`config.mk`:
```
export PLATFORM = sky130hd
export DESIGN_NAME = sram_controller
export DESIGN_NICKNAME = d
export VERILOG_FILES = /design/src/rtl/sram_controller.sv
export SDC_FILE = /design/constraint.sdc
export NUM_CORES = 1
export LEC_CHECK = 0
export ABC_AREA = 0
export CORE_ASPECT_RATIO = 0.8
export CORE_MARGIN = 5
export CORE_UTILIZATION = 30
export DETAILED_ROUTE_END_ITERATION = 7
export GPL_TIMING_DRIVEN = 0
export PLACE_DENSITY = 0.6
export SLEW_MARGIN = 30
export SYNTH_ARGS = -nofsm -noshare
export SYNTH_HDL_FRONTEND = slang
export SYNTH_SLANG_ARGS = --single-unit
```
`constraint.sdc`:
```
create_clock -name CLOCK_50 -period 3.3 [get_ports CLOCK_50]
set_input_delay 0.33 -clock CLOCK_50 [delete_from_list [all_inputs] [get_ports CLOCK_50]]
set_output_delay 0.33 -clock CLOCK_50 [all_outputs]
set_load 0.03 [all_outputs]
```
`src/rtl/sram_controller.sv`:
```
// Word-wide MEM-stage port onto a 16-bit external SRAM: each word is two halfword accesses, low half first.
// Latency 2*ACCESS_CYCLES+1 cycles; ready stays low while busy and serves as the pipeline-wide freeze.
module sram_controller #(
  parameter int unsigned BASE_ADDR     = 1024,
  parameter int unsigned ACCESS_CYCLES = 2
) (
  input  logic        CLOCK_50,
  input  logic        rst,
  input  logic        rd_en,
  input  logic        wr_en,
  input  logic [31:0] address,
  input  logic [31:0] write_data,
  output logic [31:0] read_data,
  output logic        ready,
  output logic [17:0] sram_addr,
  output logic [15:0] sram_dq_out,
  output logic        sram_dq_oe,
  input  logic [15:0] sram_dq_in,
  output logic        sram_we_n,
  output logic        sram_oe_n
);

  localparam int CW = (ACCESS_CYCLES > 1) ? $clog2(ACCESS_CYCLES) : 1;
  localparam logic [CW-1:0] LAST = CW'(ACCESS_CYCLES - 1);

  typedef enum logic [1:0] {IDLE, LOW, HIGH, DONE} state_t;

  state_t      state_q, state_d;
  logic [CW-1:0] cnt_q, cnt_d;
  logic        is_write_q, is_write_d;
  logic [31:0] wdata_q, wdata_d;
  logic [31:0] rdata_q, rdata_d;
  logic [17:0] addr_q, addr_d;
  logic [15:0] dq_out_q, dq_out_d;
  logic [16:0] word_idx;
  logic        ready_c;

  // Out-of-window addresses simply wrap; only the 17-bit word index survives.
  assign word_idx = 17'((address - 32'(BASE_ADDR)) >> 2);

  always_ff @(posedge CLOCK_50 or negedge rst) begin
    if (!rst) begin
      state_q    <= IDLE;
      cnt_q      <= '0;
      is_write_q <= 1'b0;
      wdata_q    <= '0;
      rdata_q    <= '0;
      addr_q     <= '0;
      dq_out_q   <= '0;
    end else begin
      state_q    <= state_d;
      cnt_q      <= cnt_d;
      is_write_q <= is_write_d;
      wdata_q    <= wdata_d;
      rdata_q    <= rdata_d;
      addr_q     <= addr_d;
      dq_out_q   <= dq_out_d;
    end
  end

  always_comb begin
    state_d    = state_q;
    cnt_d      = cnt_q;
    is_write_d = is_write_q;
    wdata_d    = wdata_q;
    rdata_d    = rdata_q;
    addr_d     = addr_q;
    dq_out_d   = dq_out_q;
    ready_c    = 1'b0;
    sram_we_n  = 1'b1;
    sram_oe_n  = 1'b1;
    sram_dq_oe = 1'b0;

    case (state_q)
      IDLE: begin
        ready_c = ~(rd_en | wr_en);
        if (rd_en | wr_en) begin
          state_d    = LOW;
          cnt_d      = '0;
          is_write_d = wr_en;
          wdata_d    = write_data;
          addr_d     = {word_idx, 1'b0};
          if (wr_en) dq_out_d = write_data[15:0];
        end
      end
      LOW, HIGH: begin
        sram_we_n  = ~is_write_q;
        sram_oe_n  = is_write_q;
        sram_dq_oe = is_write_q;
        if (cnt_q == LAST) begin
          cnt_d = '0;
          if (state_q == LOW) begin
            state_d   = HIGH;
            addr_d[0] = 1'b1;
            if (is_write_q) dq_out_d = wdata_q[31:16];
            else            rdata_d[15:0] = sram_dq_in;
          end else begin
            state_d = DONE;
            if (!is_write_q) rdata_d[31:16] = sram_dq_in;
          end
        end else begin
          cnt_d = cnt_q + 1'b1;
        end
      end
      DONE: begin
        ready_c = 1'b1;
        state_d = IDLE;
      end
      default: state_d = IDLE;
    endcase
  end

  // The freeze must lift during reset even if the MEM stage is still requesting.
  assign ready       = ~rst | ready_c;
  assign read_data   = rdata_q;
  assign sram_addr   = addr_q;
  assign sram_dq_out = dq_out_q;

endmodule

```
Word-level counts from Yosys, hierarchy flattened --
Cells that the tools add are included.
Storage, ports and cells: flip-flop bits (word level) 102, output and inout bits 70, logic and storage cells 56
Operators by class: add/subtract/negate cells 2, equality and inequality tests 8, multiplexer cells 21, bitwise operators 6, reduce and logical (&&, ||, !) cells 10
Operators with widths (number):
- 2-to-1 mux 16 bit | 5
- one-hot mux 16 bit (2 select lines) | 1
- subtractor 19 x 11 -> 19 bit (second input constant) | 1
- AND reduction 4 bit | 3
- != test 2 bit (second input constant) | 5
- 2-to-1 mux 1 bit | 9
- one-hot mux 1 bit (2 select lines) | 3
- one-hot mux 2 bit (3 select lines) | 1
- AND reduction 2 bit | 3
- AND reduction 6 bit | 1
- == test 2 bit (second input constant) | 2
- 2-to-1 mux 2 bit | 2
- NOT 1 bit | 4
- == test 2 x 1 -> 1 bit (second input constant) | 1
- logical NOT 2 bit | 1
- bitwise OR 1 bit | 2
- nonzero test 2 bit | 1
- OR reduction 2 bit | 1
- adder 1 bit (second input constant) | 1

Logic depth before layout (Yosys ltp) --
word-level depth 4, depth in mapped cells 8

Worst setup path after synthesis --
Ideal clock, no wire load.
path kind register to output, start reg state_q[0], end out ready, data arrival time 1.985 ns, data required time 2.970 ns, setup slack 0.985 ns, cell stages (with the launch flop) 6, buffers on the path 0, cells stage by stage dfrtp_1 > inv_1 > ha_1 > nor3b_1 > nor2_1 > o21ai_0
On the way: longest elaborated chain between the ends 3, elaborated cells between the ends (all ways) 4, those cells by class eq/ne (1); mux (1); bitwise (1); reduce/logical (1)
RTL lines:
- from (decl) | line 28 | state_t state_q, state_d;
- from (signal assigned) | line 51 | state_q <= state_d;
- == test 2 bit or logical NOT 2 bit (tied branches) | line 74 | case (state_q)
- one-hot mux 1 bit (2 select lines) * | line 74
- bitwise OR 1 bit * | line 114 | assign ready = ~rst | ready_c;
- to (decl) | line 14 | output logic ready,
Mark *: on every way between the ends. The rest lies on a longest branch, timed or not.

Worst setup path in the final report --
Same ends and word-level chain as after synthesis.

==> metrics.md <==
| Metric | Value |
|---|---|
| Status | `completed` |
| Synth area leader | `dfrtp_1` |
| TritonRoute pass-1 iters | `4` |
| Antenna cell count | `0` |
| Leak pwr | `2.453 nW` |
| Period minus WS final | `2.907 ns` |
| Required time of the critical path | `2.97 ns` |
| Final WS setup | `0.3933 ns` |
| Multi-input logic area | `1474 µm²` |
| Crit path DAT | `2.58 ns` |
| Cells after Synth | `307` |
| Layout cells sized above 1 | `19.70%` |
| FMAX | `0.3440 GHz` |
| Vias | `2789` |
| Largest family of logic cells by synthesized area | `multiplexers` |
| Routed WL | `9.452 mm` |
| Starting DRT DRC Count | `73` |
| Logic pwr share | `54.4%` |
| Period utilisation layout | `88.08%` |
| Fraction of the mapped netlist area in adder cells | `1.345%` |
| Post-Syn Area | `3720 µm²` |
| Final Total Pwr | `6.638 mW` |
| CP startpoint kind | `flip-flop` |
| Remaining DRCs | `0` |
| Final Hold Vio Count | `0` |
| Post-synthesis sequential area ratio | `57.85%` |
| Compound-Gate Fraction of Synth Area | `4.945%` |
| Max-cap viol count | `0` |
| Worst R2R Setup Slack | `0.85 ns` |
| CTS buffer count | `9` |
| Nets | `546` |
| Clock latency on the worst-skew pair | `0.33 ns` |
| EDFF count, synth | `0` |
| Yosys warns | `0` |
| Clk buf depth | `2` |
| RSZ-0062 raised after global routing | `no` |
| Place WS | `0.4412 ns` |
| HP Class | `input pin to async pin` |
| Top-count cell post-synth | `dfrtp_1` |
| CTS tree | `yes` |
| Clock power frac | `17.3%` |
| NetSw | `2.558 mW` |
| Overall Global Routing Usage | `13.20%` |
| Via density | `4.542` |
| Die area | `14740 µm²` |
| Top post-synthesis cells by area | `dfrtp_1, mux2_2, nand2_1, mux2_4, ha_1` |
| Num rows | `36` |
| GRT overflow | `0` |
| Final cell count without fillers | `614` |
| Fin Clk Skew | `0.003502 ns` |
| Core area | `12160 µm²` |
| Yosys cell types | `34` |
| Syn Nets | `395` |
| Async SR Flop Fraction | `100.0%` |
| Worst setup EP type | `primary output` |
| Maximum VDD drop | `0.4332 mV` |
| Seq pwr share | `28.3%` |
| Slew headroom | `52.54%` |
| CTS Sinks | `86` |
| Die Wd | `134.5 µm` |
| Pwr dens | `1170 nW/µm²` |
| Fill count | `1135` |
| FF/Latch Area | `2152 µm²` |
| Simple-Gate Fraction of Synth Area | `12.34%` |
| Mux share of post-synthesis cell area | `20.38%` |
| Hpwl dp | `7.058 mm` |
| Final setup fails | `0` |
| Int Power | `4.081 mW` |
| Placed Cells | `598` |
| Top cell type's share of synthesized area | `57.85%` |
| Drt wl/cell | `15.39 µm` |
| XOR/XNOR share of the synthesized area | `0.4709%` |
| Syn avg cell area | `12.12 µm²` |
| Port Buffers | `138` |
| Worst-margin pin slew | `0.7120 ns` |
| Die height | `109.6 µm` |
| Final slew viol count | `0` |
| CP max FO | `8` |
| Via count of the first global-routing pass | `2904` |
| CP Class | `flip-flop to primary output` |
| Most frequent cells after synthesis | `dfrtp_1, nand2_1, mux2_2, mux2_4, o21ai_0` |
| Largest net degree at the start of global routing | `48` |
| First-pass GRT wire length | `15.25 mm` |
| Max H-tree Level | `3` |
| CTS Root Buffer Type | `clkbuf_16` |
| Ys flop type | `dfrtp_1` |
| Gpl congestion | `0.7936` |
| Area grow syn2layout | `52.51%` |
| Post-route ant nets | `0` |
| Initial antenna violation count | `0` |
| Sw Ratio | `38.53%` |
| Number of I/O pins | `154` |
| Synth Register Bits | `86` |
| Initial Util | `30.59%` |
| Clock transition at path regs | `0.06 ns` |
-- cell type report --
class	instances	share of cell area (%)
Inverter	8	0.5293
Sequential cell	86	37.94
Timing Repair Buffer	140	25.03
Clock inverter	4	1.676
Multi-Input combinational cell	200	25.98
Clock buffer	11	4.279
Tap cell	152	3.352
Buffer	13	1.213
-- critical path, stage by stage (launching register included) --
cell             delay, ns
dfrtp_1               0.43
inv_1                 0.08
ha_1                  0.28
nor3b_2               0.47
nor2_1                0.08
o21ai_0               0.17
clkdlybuf4s50_1       0.73
-- registers in the layout (all words and copies together), names as in the netlist --
name	flops
state_q	2
cnt_q	1
is_write_q	1
read_data	32
sram_addr	18
sram_dq_out	16
wdata_q	16
-- layout by cell type (no fill, tap or decap), types with 4 or more instances in the layout --
master,instances
ha_1,4
nand2_1,78
o31ai_1,4
clkbuf_16,9
clkdlybuf4s50_1,137
mux2_2,54
dfrtp_1,86
inv_1,7
clkbuf_1,10
a31oi_1,5
mux2_4,10
o21ai_0,10
nor2_1,8
-- kinds of logic after synthesis --
| group | Yosys count |
|---|---|
| AND/OR/NAND/NOR | 103 |
| adder cells (fa/ha/maj) | 4 |
| flip-flops | 86 |
| multiplexers | 64 |
| XOR/XNOR | 2 |
| AO/OA/AOI/OAI | 27 |
| buffers and inverters | 21 |
-- through the flow --
stage               hold slack (ns)  utilization, %  setup TNS (ns)  instance area [µm²]
global placement             0.4544           43.51         -113.38                 5291
finish                       0.4694           46.65               0                 5673
global route                 0.4914           46.65               0                 5673
floorplan                   0.03441               -               0                 3720
detailed placement           0.2729           43.74               0                 5320
CTS                          0.4721           46.60               0                 5668
-- worst paths after layout --
check,from,cells after the start,to
max,state_q[0],6,ready
min,rst,2,read_data[9]
max reg2reg,state_q[0],7,sram_dq_out[6]
min reg2reg,sram_addr[6],2,sram_addr[6]
max in group asynchronous,rst,3,sram_addr[14]
min in group CLOCK_50,sram_addr[6],2,sram_addr[6]
-- timing repair --
item / CTS / global route
resized for setup: 0 / 1
setup buffers: 0 / 0
setup endpoints to repair: 0 / 1
hold buffers: 1 / 0
endpoints found under the hold margin: 39 / 0
-- power by group through the flow --
stage	Combinational [mW]	Clock [mW]	Sequential, mW
2_1_floorplan	1.52	0	2.67
3_3_place_gp	3.61	0	1.88
3_5_place_dp	3.66	0	1.90
4_1_cts	3.67	1.19	1.89
5_1_grt	3.87	1.23	1.96
6_report	3.61	1.15	1.88
-- metal layers --
metal | GRT usage, % | vias up | share of wire [%]
li1 | - | 1347 | -
met1 | 16.17 | 1347 | 44
met2 | 21.45 | 85 | 46
met3 | 5.718 | 10 | 8.6
met4 | 3.706 | 0 | 1.1
met5 | 0 | - | 0
No activity file was read; power rests on OpenSTA's default activity.
